**config.mk**
```make
export PLATFORM = sky130hd
export DESIGN_NAME = seg7_scan_display
export DESIGN_NICKNAME = d
export VERILOG_FILES = /design/src/rtl/seg7_pkg.sv /design/src/rtl/seg7_digit_lut.sv /design/src/rtl/seg7_scan_display.sv
export SDC_FILE = /design/constraint.sdc
export NUM_CORES = 1
export LEC_CHECK = 0
export BUFFER_PORTS_ARGS = -buffer_cell sky130_fd_sc_hd__buf_2
export CELL_PAD_IN_SITES_DETAIL_PLACEMENT = 0
export CELL_PAD_IN_SITES_GLOBAL_PLACEMENT = 1
export CORE_MARGIN = 2
export CORE_UTILIZATION = 49
export DETAILED_ROUTE_END_ITERATION = 6
export PLACE_DENSITY = 0.8
export RECOVER_POWER = 25
export SLEW_MARGIN = 0
export SYNTH_ARGS = -nofsm -noshare
export SYNTH_HDL_FRONTEND = slang
export SYNTH_HIERARCHICAL = 1
export SYNTH_SLANG_ARGS = --single-unit
```
**constraint.sdc**
```tcl
create_clock -name clk -period 6.46 [get_ports clk]
set_clock_uncertainty 0.1 [all_clocks]
set_input_delay 1.292 -clock clk [delete_from_list [all_inputs] [get_ports clk]]
set_output_delay 1.292 -clock clk [all_outputs]
set_load 0.02 [all_outputs]
```
**src/rtl/seg7_pkg.sv**
```systemverilog
// Shared definitions for the 7-segment display blocks: active-low segment
// patterns (bit7 = dp, bits 6..0 = g..a) and the BCD converter state type.
package seg7_pkg;

  localparam logic [7:0] SEG_0     = 8'hC0;
  localparam logic [7:0] SEG_1     = 8'hF9;
  localparam logic [7:0] SEG_2     = 8'hA4;
  localparam logic [7:0] SEG_3     = 8'hB0;
  localparam logic [7:0] SEG_4     = 8'h99;
  localparam logic [7:0] SEG_5     = 8'h92;
  localparam logic [7:0] SEG_6     = 8'h82;
  localparam logic [7:0] SEG_7     = 8'hD8;
  localparam logic [7:0] SEG_8     = 8'h80;
  localparam logic [7:0] SEG_9     = 8'h90;
  localparam logic [7:0] SEG_BLANK = 8'hFF;
  localparam logic [7:0] SEG_DASH  = 8'hBF;

  typedef enum logic {IDLE, CONV} state_t;

  function automatic logic [63:0] pow10(input int n);
    logic [63:0] p;
    p = 64'd1;
    for (int i = 0; i < n; i++) p = p * 64'd10;
    return p;
  endfunction

endpackage

```
**src/rtl/seg7_digit_lut.sv**
```systemverilog
// Combinational BCD-to-segment decoder (active-low g..a); dash wins over blank.
module seg7_digit_lut
  import seg7_pkg::*;
(
  input  logic [3:0] bcd,
  input  logic       blank,
  input  logic       dash,
  output logic [6:0] seg
);

  always_comb begin
    seg = SEG_BLANK[6:0];
    if (dash) begin
      seg = SEG_DASH[6:0];
    end else if (!blank) begin
      case (bcd)
        4'd0:    seg = SEG_0[6:0];
        4'd1:    seg = SEG_1[6:0];
        4'd2:    seg = SEG_2[6:0];
        4'd3:    seg = SEG_3[6:0];
        4'd4:    seg = SEG_4[6:0];
        4'd5:    seg = SEG_5[6:0];
        4'd6:    seg = SEG_6[6:0];
        4'd7:    seg = SEG_7[6:0];
        4'd8:    seg = SEG_8[6:0];
        4'd9:    seg = SEG_9[6:0];
        default: seg = SEG_BLANK[6:0];
      endcase
    end
  end

endmodule

```
**src/rtl/seg7_scan_display.sv**
```systemverilog
// Time-multiplexed common-anode display driver: sequential shift-and-add-3
// binary-to-BCD conversion feeding a continuously scanning digit multiplexer.
module seg7_scan_display
  import seg7_pkg::*;
#(
  parameter int DIGITS   = 4,
  parameter int BIN_W    = 14,
  parameter int SCAN_DIV = 50000,
  parameter int BLANK_LZ = 1
) (
  input  logic              clk,
  input  logic              rst,
  input  logic [BIN_W-1:0]  num_in,
  input  logic              load,
  input  logic [DIGITS-1:0] dp_mask,
  output logic              busy,
  output logic              overflow,
  output logic [7:0]        seg,
  output logic [DIGITS-1:0] digit_en
);

  localparam int         BCD_W = 4 * (DIGITS + 1);
  localparam int         CNT_W = $clog2(BIN_W + 1);
  localparam int         IDX_W = (DIGITS > 1) ? $clog2(DIGITS) : 1;
  localparam int         DIV_W = $clog2(SCAN_DIV);
  localparam logic [63:0] LIMIT = pow10(DIGITS);

  state_t              state;
  logic [BIN_W-1:0]    shreg;
  logic [BCD_W-1:0]    bcd, bcd_adj, bcd_next;
  logic [CNT_W-1:0]    bit_cnt;
  logic                big_in;
  logic [4*DIGITS-1:0] disp;
  logic [DIV_W-1:0]    scan_cnt;
  logic [IDX_W-1:0]    scan_idx;
  logic [DIGITS-1:0]   blank_vec;
  logic                lz;
  logic [3:0]          cur_bcd;
  logic [6:0]          lut_seg;

  // One double-dabble step: correct nibbles >= 5, then shift {bcd, shreg} left.
  always_comb begin
    bcd_adj = bcd;
    for (int i = 0; i < DIGITS + 1; i++) begin
      if (bcd[4*i +: 4] >= 4'd5) bcd_adj[4*i +: 4] = bcd[4*i +: 4] + 4'd3;
    end
    bcd_next = {bcd_adj[BCD_W-2:0], shreg[BIN_W-1]};
  end

  // The display register only changes on the final conversion step, so no
  // partially converted value ever reaches the pins.
  always_ff @(posedge clk) begin
    if (rst) begin
      state    <= IDLE;
      busy     <= 1'b0;
      overflow <= 1'b0;
      shreg    <= '0;
      bcd      <= '0;
      bit_cnt  <= '0;
      big_in   <= 1'b0;
      disp     <= '0;
    end else begin
      case (state)
        IDLE: begin
          if (load) begin
            shreg   <= num_in;
            bcd     <= '0;
            bit_cnt <= '0;
            big_in  <= (64'(num_in) >= LIMIT);
            busy    <= 1'b1;
            state   <= CONV;
          end
        end
        CONV: begin
          bcd     <= bcd_next;
          shreg   <= {shreg[BIN_W-2:0], 1'b0};
          bit_cnt <= bit_cnt + 1'b1;
          if (bit_cnt == CNT_W'(BIN_W - 1)) begin
            state    <= IDLE;
            busy     <= 1'b0;
            disp     <= bcd_next[4*DIGITS-1:0];
            overflow <= big_in || (bcd_next[BCD_W-1 -: 4] != 4'd0);
          end
        end
        default: state <= IDLE;
      endcase
    end
  end

  always_ff @(posedge clk) begin
    if (rst) begin
      scan_cnt <= '0;
      scan_idx <= '0;
    end else if (scan_cnt == DIV_W'(SCAN_DIV - 1)) begin
      scan_cnt <= '0;
      scan_idx <= (scan_idx == IDX_W'(DIGITS - 1)) ? '0 : scan_idx + 1'b1;
    end else begin
      scan_cnt <= scan_cnt + 1'b1;
    end
  end

  // A digit above 0 is blank when it and every higher digit are zero.
  always_comb begin
    blank_vec = '0;
    lz        = 1'b1;
    for (int i = DIGITS - 1; i > 0; i--) begin
      lz           = lz && (disp[4*i +: 4] == 4'd0);
      blank_vec[i] = (BLANK_LZ != 0) && lz;
    end
  end

  assign cur_bcd = disp[4*int'(scan_idx) +: 4];

  seg7_digit_lut u_lut (
    .bcd   (cur_bcd),
    .blank (blank_vec[scan_idx]),
    .dash  (overflow),
    .seg   (lut_seg)
  );

  always_ff @(posedge clk) begin
    if (rst) begin
      seg      <= SEG_BLANK;
      digit_en <= '1;
    end else begin
      seg      <= {~dp_mask[scan_idx], lut_seg};
      digit_en <= ~(DIGITS'(1) << scan_idx);
    end
  end

endmodule

```
== After elaboration in Yosys (flattened, before gate mapping) ==
Memory sizes are Yosys's and may differ from the RTL's.
Cells that the tools add are included.

* Logic and storage cells: 75
* Register bits: 88
* Output and inout port bits: 14
* Memories: 1
* Input port bits: 21
* Bits in read-only memories: 112

* Multiplexer cells: 24
* Eq/ne operators: 5
* Magnitude comparators: 7
* Bitwise operators: 3
* Add/sub/neg operators: 8
* Shift-type cells: 2
* Reductions and logical operators: 12

{| class="wikitable"
|+ Memories
! name !! words !! width !! rd ports !! clocked after Yosys merged registers in !! write ports !! line !! source
|-
| (name not given) || 16 || 7 || 1 || 0 || 0 || seg7_digit_lut.sv:16 || <nowiki>case (bcd)</nowiki>
|}

{| class="wikitable"
|+ Operators with widths
! cell !! number
|-
| 20-bit case mux with 2 select lines || 1
|-
| 14-bit case mux with 2 select lines || 1
|-
| 4-bit by 3-bit >= comparator with 1-bit output (second input constant) || 5
|-
| 20-bit two-way mux || 1
|-
| 4-bit two-way mux || 5
|-
| 16-bit by 1-bit adder with 16-bit output (second input constant) || 1
|-
| 4-bit by 2-bit adder with 4-bit output (second input constant) || 4
|-
| 16-bit == test (second input constant) || 1
|-
| 16-bit by 5-bit indexed part select with 4-bit output || 1
|-
| 14-bit >= comparator (second input constant) || 1
|-
| 14-bit two-way mux || 1
|-
| 7-bit two-way mux || 2
|-
| 4-bit logical NOT || 3
|-
| 4-bit case mux with 2 select lines || 1
|-
| 1-bit two-way mux || 6
|-
| 2-bit AND reduction || 3
|-
| 4-bit by 1-bit adder with 4-bit output (second input constant) || 1
|-
| 1-bit binary-select mux with 2-bit select || 2
|-
| 4-bit == test (second input constant) || 1
|-
| 4-bit NOT || 1
|-
| 1-bit case mux with 2 select lines || 2
|-
| 4-bit nonzero test || 1
|-
| 1-bit by 2-bit left shift with 4-bit output (first input constant) || 1
|-
| 3-bit by 2-bit adder with 3-bit output (second input constant) || 1
|-
| other kinds (12) || 14
|}

== Logic depth before layout (Yosys ltp) ==
Gate-level depths: netlist (run 1).

* Word-level depth: 7
* Mapped depth: 8
* Gate-level depth less buffers: 7

== By module ==
Netlist (run 1), hierarchy kept.

{| class="wikitable"
|+ Modules (own cells, without submodules)
! module !! seq. area each (um^2) !! area an instance (um^2) !! times used !! cells each
|-
| seg7_scan_display || 1,761.7 || 4,108.9 || 1 || 454
|-
| seg7_digit_lut || 0.0 || 222.7 || 1 || 30
|}

== Worst setup path after synthesis (run 1) ==
Ideal clock, no wire load.

* Kind: input port to flip-flop
* Start point: input port rst
* End point: register busy
* Arrival time: 2.081 ns
* Buffers on the path: 3
* Required time: 6.228 ns
* Path slack: 4.147 ns
* Cell stages on the path: 4
* Setup time: 0.132 ns
* Path through: clkbuf_1 clkbuf_1 clkbuf_1 nor3_1

{| class="wikitable"
|+ RTL lines
! item !! line !! source
|-
| from (decl) || seg7_scan_display.sv:12 || <nowiki>input logic rst,</nowiki>
|-
| to (signal assigned) || seg7_scan_display.sv:55 || <nowiki>busy <= 1'b0;</nowiki>
|-
| to (signal assigned) || seg7_scan_display.sv:70 || <nowiki>busy <= 1'b1;</nowiki>
|-
| to (signal assigned) || seg7_scan_display.sv:80 || <nowiki>busy <= 1'b0;</nowiki>
|-
| to (decl) || seg7_scan_display.sv:16 || <nowiki>output logic busy,</nowiki>
|}

No word-level cell between the ends.

== Worst setup path in the final report (run 1) ==
* Start point: input port rst
* End point: register scan_cnt[11]

* Word-level cells in the longest chain between the ends: 1

{| class="wikitable"
|+ Ends and longest elaborated chain
! item !! line !! source
|-
| 2-bit OR reduction (no source line) || - ||
|-
| to (signal assigned) || seg7_scan_display.sv:98 || <nowiki>scan_cnt <= scan_cnt + 1'b1;</nowiki>
|-
| to (decl) || seg7_scan_display.sv:34 || <nowiki>logic [DIV_W-1:0] scan_cnt;</nowiki>
|}

Every way passes these cells.
A chain may end at the register's enable or synchronous reset.

==> out/results.ini, run 1 <==
[final_layout]
number_of_nets_in_the_layout=548
post-route-cell-area_um2=4710
multi_input_comb_area_um2=2340
layout.cells.most_common=sky130_fd_sc_hd__dfxtp_1
n_antenna_cell=0
finish.cell_count_without_fillers=618
layout_cells_sized_above_1=0.165
seq_area_um2=1760
fillers=822
areaGrowthSynthToFinish_pct=8.67
final_cell_mix=sky130_fd_sc_hd__dfxtp_1, sky130_fd_sc_hd__nor2_1, sky130_fd_sc_hd__buf_2, sky130_fd_sc_hd__a21oi_1, sky130_fd_sc_hd__inv_1

[outcome]
run_status=finished with violations
violations_in_the_final_reports=max-capacitance violations, max-slew violations

[detailed_routing]
detail_route.wl_per_cell_um=13.4
dr.pass1.iters=4
first_drt_iteration_drcs=138
post_drt_via_cell_ratio=5.38
route.vias.total=3323
detail_route.wirelength_mm=8.30
drcViolationCount=0
detail-route-antenna-nets=0

[power]
power_density_nw_per_um2=208
peakVddDrop_mv=0.138
leakagePower_nw=1.70

[worst_setup_path]
timing.critical_path.fanout_max=67
crit_type=in2reg
path_buf_inv=2
critPathTopFamily=buffers and inverters
worst_ep_required_time_ns=6.59
setup.worst_path.end_class=flip-flop
timing.critical_path.slowest_stage_cell=sky130_fd_sc_hd__clkbuf_1
critical_path.cell_chain=buf_2 -> clkbuf_1 -> nand2b_1 -> nor2_1
worstSetupStartpointType=primary input
max_stage_delay_ns=1.90
worst_ep_arrival_time_ns=4.06

[floorplan]
ioPinCount=35
floorplan.die.width_um=98.0
row_count=34
fp.dieArea_um2=9610
core-area_um2=8640
floorplan.initialDensity=0.502
die_h_um=98.0

[sta]
rsz0062_at_grt=false
final_hold_viol_count=0
setup_viol_count_final=0
achievable-frequency_ghz=0.255
final.hold.worst_slack_ns=0.371
setup_tns_final_ns=0
min_period_ns=3.93
worst_slew_pin_slew_ns=2.71
fin_ws_ns=2.53
crit_share_post_route=0.608
slew_headroom=-0.808
timing.final.max_slew_violations=68

[synthesis]
synth.yosys.seq_area_share=0.407
post_synth_fa_ha_maj_area_fraction=0.0635
post_synthesis_share_of_cell_area_spent_on_xor_and_xnor_gates=0.0425
ys_types=52
share_of_cell_area_taken_by_muxes_after_synthesis=0.0829
syn-mean-instance-area_um2=8.95
synth_compound_area_frac=0.126
synthesis.nets=527
ys_seq_elements=88
yosys_most_used_dff=sky130_fd_sc_hd__dfxtp_1
asr_flop_ratio_synth=0
synth_top_family_by_area=simple AND/OR/NAND/NOR gates
yosys.area_share.simple=0.227
ys_warn_count=6
synthesis.instances=484
synth_area_leaders=sky130_fd_sc_hd__dfxtp_1, sky130_fd_sc_hd__ha_1, sky130_fd_sc_hd__nor2_1
mappedNetlistArea_um2=4330
synth.top_cell.area_share=0.407
synth_edf_count=0
yosys.area.top_type=sky130_fd_sc_hd__dfxtp_1

[clock_tree]
clock_tree.htree_level_count=3
tritoncts_num_sinks=88
cts-root-to-sink-buffers=2
cts_made_buffers=9
ctsRootBufferMaster=sky130_fd_sc_hd__clkbuf_8
post_cts.repair.setup_buffers=0
clock_insertion_delay_worst_skew_ns=0.36
ctsHoldBuffers=0
clock_transition_at_the_registers_of_the_reported_paths_ns=0.09
tritoncts=done
cts_resized=0

[grt]
globalRouteTotalUtil=0.178
grt_first_pass_wirelength_mm=14.1
grt_max_degree=68
grt_overflow=0
antenna_found_initial=0
number_of_global_route_vias_before_repair=3104

[flow_run]
reported_max_cap_violation_count=1

[placement]
final_replace_weighted_congestion=0.760
place.detailed.instances=602
place_ws_ns=3.61
io_buffers=34
post_dp_cell_area_um2=4530
detailed_place_hpwl_mm=5.55

[worst_hold_path]
path_type_of_the_worst_min_delay_path=reg2reg

[final cells by class]
| type | count | area share |
|---|---|---|
| multi-input cells | 343 | 0.498 |
| flip-flops and latches | 88 | 0.375 |
| repair buffers | 37 | 0.0401 |
| well taps | 108 | 0.0287 |
| clock buffers | 9 | 0.0263 |
| inverters | 26 | 0.0207 |
| clock inverters | 7 | 0.0114 |
[report_power, final]
part	switching, mW	leakage (nW)	internal, mW
sequential	0.00651	0.716	0.554
combinational	0.0390	0.906	0.0253
clock	0.210	0.0827	0.143
total	0.255	1.70	0.722
[cells by family (layout without fill, tap and decap cells)]
family / count (synthesis) / in the layout
buffers and inverters: 53 / 79
muxes: 29 / 29
DFF: 88 / 88
xor gates and xnor gates: 21 / 21
AOI/OAI and AO/OA: 86 / 86
and+or+nand+nor: 185 / 185
adders and majority gates: 22 / 22
[layer usage]
metal,track usage,share of wire,vias up
li1,-,-,1717
met1,0.238,0.50,1563
met2,0.290,0.47,35
met3,0.0272,0.028,8
met4,0.0705,0.0067,0
met5,0,0,-
[Yosys cell counts (all sizes together) (16+ instances only)]
library cell,instances
nand2b,21
xnor2,20
nor2,72
nand2,19
dfxtp,88
clkbuf,17
ha,22
nor3,16
a21oi,31
inv,26
mux2i,19
o21ai,19
[sequential cells by signal (all words and copies together), names as in the netlist, 2 cells and up]
register	count
scan_idx	2
scan_cnt	16
seg	8
digit_en	4
shreg	14
disp	16
bcd	20
bit_cnt	4
[path summary, 6_finish.rpt]
kind | from | end | slack (ns) | depth (start not counted)
min reg2reg | scan_cnt[0] | scan_cnt[0] | 0.37 | 1
min | scan_cnt[0] | scan_cnt[0] | 0.37 | 1
max | rst | scan_cnt[11] | 2.53 | 4
max reg2reg | scan_idx[0] | seg[4] | 4.04 | 7
[metrics by stage]
step	total power [mW]	utilization
after global placement	0.637	0.525
after CTS	0.989	0.545
final	0.978	0.545
after detailed placement	0.638	0.525
after floorplan	0.619	-
after global routing	1.02	0.545
No activity file was read; power rests on OpenSTA's default activity.
==> run 2: changes to the inputs <==
CORE_UTILIZATION = 46   (was 49)
PLACE_DENSITY = 0.76   (was 0.8)
clock period = 3.7 ns   (was 6.46 ns; I/O delays follow)
==> run 2 against run 1 <==
Net effect:
- the run now ends clean
- sequential share of layout area down 0.23 points
- via count shrank 0.66%
- sequential power rose by 75%
- combinational power grew 77%
- critical path depth shrank 1
- clock-buffer cell count did not move
- global-route usage fell by 0.35 points
- die area grew 6.3%
- core utilization is 3.0 points lower
- critical endpoint is now state
- largest power group unchanged
==> out/results.ini, run 2 (synthesis gave the netlist of run 1 again) <==
[outcome]
run_status=finished clean

[grt]
grt_overflow=0  ; unchanged
grt_max_degree=68  ; unchanged
globalRouteTotalUtil=0.174  ; -0.00351
number_of_global_route_vias_before_repair=3131  ; +0.87%
antenna_found_initial=0  ; unchanged
grt_first_pass_wirelength_mm=14.2  ; +0.49%

[sta]
min_period_ns=2.44
fin_ws_ns=1.26  ; -1.27 ns
setup_tns_final_ns=0  ; unchanged
achievable-frequency_ghz=0.410
timing.final.max_slew_violations=0  ; -100%
final_hold_viol_count=0  ; unchanged
setup_viol_count_final=0  ; unchanged
worst_slew_pin_slew_ns=1.46  ; -1.26 ns
crit_share_post_route=0.659
rsz0062_at_grt=false
final.hold.worst_slack_ns=0.370  ; -0.00118 ns
slew_headroom=0.0294  ; +0.837

[worst_setup_path]
setup.worst_path.end_class=flip-flop
critical_path.cell_chain=clkbuf_1 -> clkbuf_1 -> nor3_1
critPathTopFamily=buffers and inverters
crit_type=in2reg
worstSetupStartpointType=primary input
max_stage_delay_ns=1.04  ; -0.86 ns
timing.critical_path.fanout_max=31  ; -54%
timing.critical_path.slowest_stage_cell=sky130_fd_sc_hd__clkbuf_1
worst_ep_arrival_time_ns=2.56  ; -1.50 ns
crit_top_cell=sky130_fd_sc_hd__clkbuf_1
worst_ep_required_time_ns=3.82  ; -2.77 ns
path_buf_inv=2  ; unchanged

[floorplan]
ioPinCount=35  ; unchanged
core-area_um2=9200  ; +6.5%
floorplan.die.width_um=101  ; +3.1%
row_count=35  ; +2.9%
fp.dieArea_um2=10200  ; +6.3%
die_h_um=101  ; +3.1%
floorplan.initialDensity=0.471  ; -0.0306

[final_layout]
final_cell_utilization_of_the_core=0.515  ; -0.0301
layout_cells_sized_above_1=0.157  ; -0.00815
finish.cell_count_without_fillers=622  ; +0.65%
areaGrowthSynthToFinish_pct=9.33
multi_input_comb_area_um2=2340  ; unchanged
fillers=889  ; +8.2%
post-route-cell-area_um2=4740  ; +0.61%
layout_top_registers=bcd: 20 flops, disp: 16 flops, scan_cnt: 16 flops
layout.cells.most_common=sky130_fd_sc_hd__dfxtp_1
number_of_nets_in_the_layout=549  ; +0.18%
seq_area_um2=1760  ; unchanged
n_antenna_cell=0  ; unchanged
final_cell_mix=sky130_fd_sc_hd__dfxtp_1, sky130_fd_sc_hd__nor2_1, sky130_fd_sc_hd__a21oi_1, sky130_fd_sc_hd__buf_2, sky130_fd_sc_hd__inv_1
max_flop_register=bcd
largest_register_ff_count=20  ; unchanged

[clock_tree]
tritoncts=done
cts_resized=0  ; unchanged
clock_insertion_delay_worst_skew_ns=0.36  ; about the same
cts-root-to-sink-buffers=2  ; unchanged
clock_transition_at_the_registers_of_the_reported_paths_ns=0.09  ; about the same
tritoncts_num_sinks=88  ; unchanged
ctsRootBufferMaster=sky130_fd_sc_hd__clkbuf_8
cts_made_buffers=9  ; unchanged
post_cts.repair.setup_buffers=0  ; unchanged
ctsHoldBuffers=0  ; unchanged
clock_tree.htree_level_count=3  ; unchanged

[power]
power_density_nw_per_um2=374  ; +80%
peakVddDrop_mv=0.215  ; +55%
leakagePower_nw=1.72  ; +0.63%
p_total_mw=1.77  ; +81%

[detailed_routing]
detail_route.wirelength_mm=8.31  ; about the same
detail_route.wl_per_cell_um=13.4  ; -0.60%
first_drt_iteration_drcs=84  ; -39%
post_drt_via_cell_ratio=5.31  ; -1.3%
route.vias.total=3301  ; -0.66%
drcViolationCount=0  ; unchanged
dr.pass1.iters=4  ; unchanged
detail-route-antenna-nets=0  ; unchanged

[worst_hold_path]
path_type_of_the_worst_min_delay_path=reg2reg

[placement]
final_replace_weighted_congestion=0.746  ; -1.9%
detailed_place_hpwl_mm=5.68  ; +2.2%
place_ws_ns=1.29  ; -2.31 ns
io_buffers=34  ; unchanged
place.detailed.instances=606  ; +0.66%
post_dp_cell_area_um2=4540  ; +0.25%

[flow_run]
reported_max_cap_violation_count=0  ; -1

[run 2: cell types whose count changed in the layout (fill, tap and decap cells not counted), sizes merged]
cell	delta
clkinv	+1
buf	-4
clkinvlp	-2
clkbuf	+5
bufinv	+1
[run 2: path summary, 6_finish.rpt]
check,cells after the start,slack (ns),endpoint,start
max reg2reg,7,1.30,seg[4],scan_idx[0]
max,3,1.26,state,rst
min reg2reg,1,0.37,scan_cnt[0],scan_cnt[0]
min,1,0.37,scan_cnt[0],scan_cnt[0]
[run 2: report_power, final]
group / total (mW) / internal (mW) / leakage, nW / switching (mW)
Combinational: 0.114 / 0.0435 / 0.899 / 0.0708
Sequential: 0.978 / 0.967 / 0.716 / 0.0115
Clock: 0.680 / 0.319 / 0.101 / 0.360
[run 2: area by class of cell]
type / instances / share of cell area
clock buffers: 9 / 0.0262
well taps: 111 / 0.0293
inverters: 26 / 0.0206
flip-flops and latches: 88 / 0.372
clock inverters: 7 / 0.0164
repair buffers: 38 / 0.0402
multi-input cells: 343 / 0.495
[run 2: routing by layer]
| metal | wire, um | up-vias | global-route usage |
|---|---|---|---|
| met5 | 0 | - | 0 |
| met1 | 4170 | 1519 | 0.227 |
| li1 | - | 1724 | - |
| met2 | 3720 | 42 | 0.287 |
| met3 | 230 | 16 | 0.0270 |
| met4 | 184 | 0 | 0.0759 |
